==> src/rtl/periph_bus_initiator.sv <==
// periph_bus_initiator: single-outstanding master for the XBAR_PERIPH_BUS
// peripheral protocol. A local valid/ready command is put on the bus,
// the initiator waits for gnt and then for an r_valid tagged with its own
// id, and the result is returned on a valid/ready response port.
// Optional response timeout: define PERIPH_INIT_TIMEOUT_EN.
module periph_bus_initiator #(
  parameter int                  ID_WIDTH       = 5,
  parameter logic [ID_WIDTH-1:0] MASTER_ID      = '0,
  parameter int                  TIMEOUT_CYCLES = 256
) (
  input  logic                clk_i,
  input  logic                rst_i,
  input  logic                cmd_valid_i,
  output logic                cmd_ready_o,
  input  logic                cmd_we_i,
  input  logic [31:0]         cmd_addr_i,
  input  logic [31:0]         cmd_wdata_i,
  input  logic [3:0]          cmd_be_i,
  output logic                rsp_valid_o,
  input  logic                rsp_ready_i,
  output logic [31:0]         rsp_rdata_o,
  output logic                rsp_err_o,
  output logic                periph_req_o,
  output logic [31:0]         periph_addr_o,
  output logic                periph_wen_o,
  output logic [31:0]         periph_wdata_o,
  output logic [3:0]          periph_be_o,
  output logic [ID_WIDTH-1:0] periph_id_o,
  input  logic                periph_gnt_i,
  input  logic                periph_r_valid_i,
  input  logic                periph_r_opc_i,
  input  logic [ID_WIDTH-1:0] periph_r_id_i,
  input  logic [31:0]         periph_r_rdata_i
);

  typedef enum logic [1:0] {IDLE, REQ, WAIT, RSP} state_t;

  // The timeout counter needs at least one cycle in REQ before it can fire.
  if (TIMEOUT_CYCLES < 2) begin : g_bad_timeout
    $error("TIMEOUT_CYCLES must be at least 2");
  end

  state_t      state_q, state_d;
  logic        req_q, req_d;
  logic [31:0] addr_q, addr_d;
  logic        wen_q, wen_d;
  logic [31:0] wdata_q, wdata_d;
  logic [3:0]  be_q, be_d;
  logic        rsp_valid_q, rsp_valid_d;
  logic [31:0] rsp_rdata_q, rsp_rdata_d;
  logic        rsp_err_q, rsp_err_d;
  logic        rsp_hit;
  logic        timeout_hit;

  // A response counts only when it carries our own id.
  assign rsp_hit = periph_r_valid_i && (periph_r_id_i == MASTER_ID);

`ifdef PERIPH_INIT_TIMEOUT_EN
  localparam int CNT_W = $clog2(TIMEOUT_CYCLES) + 1;
  logic [CNT_W-1:0] cnt_q, cnt_d;

  // Cycle counter: zero outside a transaction, so it restarts on REQ entry.
  always_comb begin
    cnt_d = '0;
    if (state_q == REQ || state_q == WAIT) cnt_d = cnt_q + 1'b1;
  end

  // Counter register.
  always_ff @(posedge clk_i) begin
    if (rst_i) cnt_q <= '0;
    else       cnt_q <= cnt_d;
  end

  // >= keeps the limit sticky if a late grant pushes the count past it.
  assign timeout_hit = (cnt_q >= CNT_W'(TIMEOUT_CYCLES - 1));
`else
  assign timeout_hit = 1'b0;
`endif

  // Next-state and registered-output decode; completions beat the timeout.
  always_comb begin
    state_d     = state_q;
    req_d       = req_q;
    addr_d      = addr_q;
    wen_d       = wen_q;
    wdata_d     = wdata_q;
    be_d        = be_q;
    rsp_valid_d = rsp_valid_q;
    rsp_rdata_d = rsp_rdata_q;
    rsp_err_d   = rsp_err_q;
    unique case (state_q)
      IDLE: begin
        if (cmd_valid_i) begin
          addr_d  = cmd_addr_i;
          wen_d   = ~cmd_we_i;
          wdata_d = cmd_wdata_i;
          be_d    = cmd_be_i;
          req_d   = 1'b1;
          state_d = REQ;
        end
      end
      REQ: begin
        if (periph_gnt_i) begin
          req_d   = 1'b0;
          state_d = WAIT;
        end else if (timeout_hit) begin
          req_d       = 1'b0;
          rsp_valid_d = 1'b1;
          rsp_err_d   = 1'b1;
          rsp_rdata_d = '0;
          state_d     = RSP;
        end
      end
      WAIT: begin
        if (rsp_hit) begin
          rsp_valid_d = 1'b1;
          rsp_err_d   = periph_r_opc_i;
          rsp_rdata_d = wen_q ? periph_r_rdata_i : 32'h0;
          state_d     = RSP;
        end else if (timeout_hit) begin
          rsp_valid_d = 1'b1;
          rsp_err_d   = 1'b1;
          rsp_rdata_d = '0;
          state_d     = RSP;
        end
      end
      RSP: begin
        if (rsp_ready_i) begin
          rsp_valid_d = 1'b0;
          state_d     = IDLE;
        end
      end
      default: state_d = IDLE;
    endcase
  end

  // State and output registers with synchronous reset.
  always_ff @(posedge clk_i) begin
    if (rst_i) begin
      state_q     <= IDLE;
      req_q       <= 1'b0;
      addr_q      <= '0;
      wen_q       <= 1'b1;
      wdata_q     <= '0;
      be_q        <= '0;
      rsp_valid_q <= 1'b0;
      rsp_rdata_q <= '0;
      rsp_err_q   <= 1'b0;
    end else begin
      state_q     <= state_d;
      req_q       <= req_d;
      addr_q      <= addr_d;
      wen_q       <= wen_d;
      wdata_q     <= wdata_d;
      be_q        <= be_d;
      rsp_valid_q <= rsp_valid_d;
      rsp_rdata_q <= rsp_rdata_d;
      rsp_err_q   <= rsp_err_d;
    end
  end

  assign cmd_ready_o    = (state_q == IDLE);
  assign periph_req_o   = req_q;
  assign periph_addr_o  = addr_q;
  assign periph_wen_o   = wen_q;
  assign periph_wdata_o = wdata_q;
  assign periph_be_o    = be_q;
  assign periph_id_o    = MASTER_ID;
  assign rsp_valid_o    = rsp_valid_q;
  assign rsp_rdata_o    = rsp_rdata_q;
  assign rsp_err_o      = rsp_err_q;

endmodule

==> config.mk <==
export PLATFORM = sky130hd
export DESIGN_NAME = periph_bus_initiator
export DESIGN_NICKNAME = d
export VERILOG_FILES = /design/src/rtl/periph_bus_initiator.sv
export SDC_FILE = /design/constraint.sdc
export NUM_CORES = 1
export LEC_CHECK = 0
export BUFFER_PORTS_ARGS = -buffer_cell sky130_fd_sc_hd__buf_2
export CAP_MARGIN = 5
export CORE_MARGIN = 8
export CORE_UTILIZATION = 44
export CTS_CLUSTER_SIZE = 8
export DETAILED_ROUTE_END_ITERATION = 8
export PLACE_DENSITY = 0.8
export SLEW_MARGIN = 25
export SYNTH_ARGS = -nofsm -noshare
export SYNTH_HDL_FRONTEND = slang
export SYNTH_SLANG_ARGS = --single-unit
==> constraint.sdc <==
create_clock -name clk_i -period 1.9 [get_ports clk_i]
set_clock_uncertainty 0.15 [all_clocks]
set_input_delay 0.095 -clock clk_i [delete_from_list [all_inputs] [get_ports clk_i]]
set_output_delay 0.095 -clock clk_i [all_outputs]
set_load 0.005 [all_outputs]
==> results of run 1 <==
-- state kept, by name, indices dropped and copies added, names as in the netlist --
signal and count:
periph_addr_o 32, periph_wdata_o 32, rsp_rdata_o 32, periph_be_o 4, state_q 2, periph_req_o 1, periph_wen_o 1, rsp_err_o 1
rsp_valid_o 1
-- layout make-up --
type	instances	area, sq um
fill	616	2430
timing repair buffer	330	2270
sequential	106	2120
multi-input combinational	340	1570
tap	108	135
clock buffer	9	124
clock inverter	7	52.6
inverter	4	15.0
antenna	3	7.51
-- cell families (layout without fill, tap and decap cells) --
group | count (synthesis) | in the layout | synth area share, %
compound gates | 108 | 108 | 14.0
fa+ha+maj | 5 | 5 | 1.58
buf+inv | 47 | 350 | 7.45
flops | 106 | 106 | 53.5
mux | 2 | 2 | 0.505
other cells | 1 | 8 | 0.0946
simple gates | 220 | 220 | 22.8
-- cells in the final DEF, fill, tap and decap left out, types with 5 or more instances in the layout --
cell and n:
a21oi_1 102, buf_12 6, buf_2 216, clkbuf_8 9
conb_1 5, dfxtp_1 106, dlygate4sd3_1 104, ha_1 5
nand2_1 174, nand3_1 33
-- where the power goes --
group	internal, mW	switching, mW
clock	0.487	0.778
combinational	0.802	1.06
sequential	2.52	0.169
total	3.81	2.01
-- worst max-delay path: stages, from the launching register on --
cell and delay (ns):
dfxtp_1 0.34, inv_1 0.13, ha_1 0.27, and2_2 0.21, buf_12 0.25, nand2_1 0.12, a21oi_1 0.21
-- worst paths after layout --
path              startpoint            endpoint  slack (ns)  cells after the start
max               state_q[0]   periph_addr_o[18]        0.12                      6
min              cmd_valid_i  periph_wdata_o[31]        0.03                      4
max reg2reg       state_q[0]   periph_addr_o[18]        0.12                      6
min reg2reg  rsp_rdata_o[30]     rsp_rdata_o[30]        0.31                      2
-- metal layers --
metal	global-route usage (%)	vias to the layer above	wire length, um
li1	-	2189	-
met1	25.0	2114	5500
met2	40.8	257	7570
met3	9.42	32	1760
met4	9.10	0	359
met5	0	-	0
-- what timing repair did --
action / 4_1_cts / 5_1_grt
hold buffers: 104 / 0
setup endpoints to repair: 0 / 0
endpoints found under the hold margin: 104 / 0
-- metrics by stage --
stage	utilization (%)	setup slack [ns]
final	72.2	0.121
after global routing	72.2	0.0185
after CTS	72.1	0.197
after detailed placement	58.1	0.229
after global placement	58.1	0.347
after floorplan	-	0.227
==> results.ini, run 1 <==
[cells_and_area]
final_cells = 907
final_layout_size_suffix_gt1_share_pct = 30.8
fin_nets = 909
area_growth_syn_to_layout_pct = 58.8
final_area_sq_um = 6290

[die]
die_w_um = 111
start_util_pct = 45.5
die_area_sq_um = 12300
ios = 223
core-area_sq_um = 8720
die_h_um = 111
num_rows = 34

[timing]
rsz0062_at_grt = no
hold_ws_ns = 0.0321
hold_viol = 0
final.setup.tns_ns = 0
timing.fmax_ghz = 0.562
min_period_ns = 1.78
fin_crit_sh_pct = 93.6
worst_slew_pin_slew_ns = 0.579
finalSetupViolations = 0
drv_slew = 0
max-slew-margin-rel_pct = 61.4

[cts]
cts_root_buffer = clkbuf_8
h-tree-depth = 3
cts_resized = 0
post_cts_buffers = 0
clockBufferDepth = 2
clock_latency_ns = 0.35
clk_pin_slew_ns = 0.11
cts.sinks = 106
cts_tree = built
cts_made_buffers = 9

[global_routing]
antenna_found_initial = 3
grt_pass1_vias = 4837
grt_max_degree = 60
grt_first_pass_wirelength_mm = 24.2
grt_use_total_pct = 23.5
overflow = 0

[routing]
drtIter0Drc = 430
routed_wl_mm = 15.2
dr.pass1.iters = 5
viasPerCell = 5.06
wl_per_cell_um = 16.7
ant_nets = 0
vias = 4592
drcViolationCount = 0

[hold_path]
min_path_type = input pin to flip-flop

[run_status]
status = complete, no violations

[place]
dp_cells = 784
io_buffers = 217
routabilityCongestion = 0.791
post_dp_cell_area_sq_um = 5070
hpwlAfterDp_mm = 9.07

[synth]
synth_cells = 489
synth_edf_count = 0
synth_top_area_share_pct = 53.5
synth_seq_cells = 106
synth_largest_area_cell = dfxtp_1
ys_seq_area_share_pct = 53.5
synth_area_leaders = dfxtp_1 54%, nand2_1 17%, a21oi_1 13%, nand3_1 4.2%, clkbuf_1 2.1%
yosysUniqueCellTypes = 27
avgSynthCellArea_sq_um = 8.11
yosysWarnings = 0
yosysMostFrequentCell = nand2_1
synth_ff_type = dfxtp_1
synth_common_cells = 175 x nand2_1, 106 x dfxtp_1, 102 x a21oi_1, 33 x nand3_1, 22 x clkbuf_1
synth_area_sq_um = 3960
async_flop_share_pct = 0

[pwr]
vdd_drop_max_mv = 0.683
p_leak_nw = 2.91
finalPower_mw = 5.81
power.density_nw_per_um2 = 924

[worst_setup_path]
startpoint_type = flip-flop
crit_path_max_fanout = 59
cp.required_ns = 2.02
worstSetupEndpointType = flip-flop
path_class = flip-flop to flip-flop
arrival_ns = 1.90

[run]
maxCapViolations = 0

(Power assumes the default switching activity.)
==> run 2: changes to the inputs <==
==> constraint.sdc (replaced) <==
create_clock -name clk_i -period 1.9 [get_ports clk_i]
set_clock_uncertainty 0.15 [all_clocks]
set_input_delay 0.095 -clock clk_i [delete_from_list [all_inputs] [get_ports clk_i]]
set_output_delay 0.095 -clock clk_i [all_outputs]
set_load 0.05 [all_outputs]
==> run 2 against run 1 <==
  * Core utilization shrank 0.20 points
  * Worst hold slack gained 0.015 ns
  * Global-route usage shrank 0.84 points
  * Critical path depth is the same
  * Setup slack lost 0.0093 ns
  * Register-to-register slack is essentially flat
  * Via count shrank 1.1%
==> results.ini, run 2 (synthesized netlist as in run 1, its figures left out) <==
[timing]
final.setup.tns_ns = 0
max-slew-margin-rel_pct = 65.4
worst_slew_pin_slew_ns = 0.519
timing.fmax_ghz = 0.559
finalSetupViolations = 0
hold_viol = 0
min_period_ns = 1.79
drv_slew = 0
rsz0062_at_grt = no
fin_crit_sh_pct = 94.1

[pwr]
p_leak_nw = 2.89
vdd_drop_max_mv = 0.713
combPwrFrac_pct = 41.5
switching_share_pct = 43.6
power_frac_seq_pct = 39.5
power.internal_mw = 3.83
power.density_nw_per_um2 = 1080
power_frac_clock_pct = 19.0
p_switching_mw = 2.96

[cells_and_area]
layout_commonest_cell = buf_2
regArea_sq_um = 2120
final_layout_size_suffix_gt1_share_pct = 30.7
nFillCells = 594
area_growth_syn_to_layout_pct = 58.3
multiInputGateArea_sq_um = 1570
final_area_sq_um = 6280
fin_nets = 908
layout_common_cells = 216 x buf_2, 174 x nand2_1, 106 x dfxtp_1, 104 x dlygate4sd3_1, 102 x a21oi_1

[cts]
cts_root_buffer = clkbuf_8
clockBufferDepth = 2
cts.sinks = 106
cts_tree = built
cts_made_buffers = 9
cts_resized = 0
clock_latency_ns = 0.36
h-tree-depth = 3
clk_pin_slew_ns = 0.11

[die]
core-area_sq_um = 8720
die_w_um = 111
die_h_um = 111
start_util_pct = 45.5
ios = 223
num_rows = 34
die_area_sq_um = 12300

[global_routing]
grt_use_total_pct = 22.7
grt_pass1_vias = 4617
antenna_found_initial = 1
overflow = 0
grt_first_pass_wirelength_mm = 23.3
grt_max_degree = 69

[routing]
ant_nets = 0
drcViolationCount = 0
dr.pass1.iters = 5
routed_wl_mm = 14.8
vias = 4542
viasPerCell = 5.02
drtIter0Drc = 227
wl_per_cell_um = 16.3

[place]
io_buffers = 217
hpwlAfterDp_mm = 8.76
routabilityCongestion = 0.775
post_dp_cell_area_sq_um = 5050

[worst_setup_path]
crit_path_max_fanout = 55
worstSetupEndpointType = flip-flop
path_class = flip-flop to flip-flop
startpoint_type = flip-flop
cp.required_ns = 2.01
arrival_ns = 1.90

[run]
maxCapViolations = 0

[hold_path]
min_path_type = input pin to flip-flop

[run_status]
status = complete, no violations

## run 2: what timing repair did
item	in CTS	in global routing
hold endpoints to repair	104	0
setup endpoints to repair	0	0
hold buffers	104	0
buffers inserted	0	0
## run 2: path summary, 6_finish.rpt
| path | startpoint | to | slack [ns] | cells past startpoint |
|---|---|---|---|---|
| max | state_q[0] | periph_addr_o[17] | 0.11 | 6 |
| min | rst_i | periph_req_o | 0.05 | 2 |
| max reg2reg | state_q[0] | periph_addr_o[17] | 0.11 | 6 |
| min reg2reg | rsp_rdata_o[24] | rsp_rdata_o[24] | 0.31 | 2 |
## run 2: layer usage
layer  share of wire (%)  global-route usage, %  wire [um]  up-vias
li1                    -                      -          -     2180
met1                  37                   24.0       5430     2071
met2                  49                   38.5       7240      255
met3                  11                   9.90       1690       36
met4                 2.8                   9.64        407        0
met5                   0                      0          0        -
## run 2: area by class of cell
| cell class | instances | share of cell area (%) |
|---|---|---|
| Timing Repair Buffer | 329 | 35.9 |
| Sequential cell | 106 | 33.8 |
| Multi-Input combinational cell | 340 | 25.0 |
| Clock buffer | 11 | 2.25 |
| Tap cell | 108 | 2.15 |
| Clock inverter | 5 | 0.638 |
| Inverter | 4 | 0.239 |
| Antenna cell | 1 | 0.0399 |
## run 2: power groups by stage
stage | registers (mW) | logic [mW] | clock network [mW]
3_3_place_gp | 2.70 | 2.55 | 0
2_1_floorplan | 3.66 | 1.02 | 0
6_report | 2.68 | 2.82 | 1.29
3_5_place_dp | 2.71 | 2.61 | 0
5_1_grt | 2.71 | 2.99 | 1.40
4_1_cts | 2.67 | 2.77 | 1.32
## run 2: per-stage QoR
stage	power, mW	util, %	cells	hold slack (ns)	worst slack [ns]
after detailed placement	5.32	57.9	783	0.191	0.268
final	6.79	72.0	904	0.0475	0.112
after floorplan	4.68	-	493	0.0810	0.0846
after CTS	6.76	71.9	903	0.0312	0.235
after global placement	5.25	57.9	783	0.186	0.367
after global routing	7.10	72.0	904	0.0551	0.0489
## run 2: worst max-delay path, stage by stage, from the launching register on
cell and delay [ns]:
dfxtp_1 0.39, inv_1 0.11, ha_2 0.23, nand2_2 0.18
buf_12 0.27, nand2_1 0.10, a21oi_1 0.24
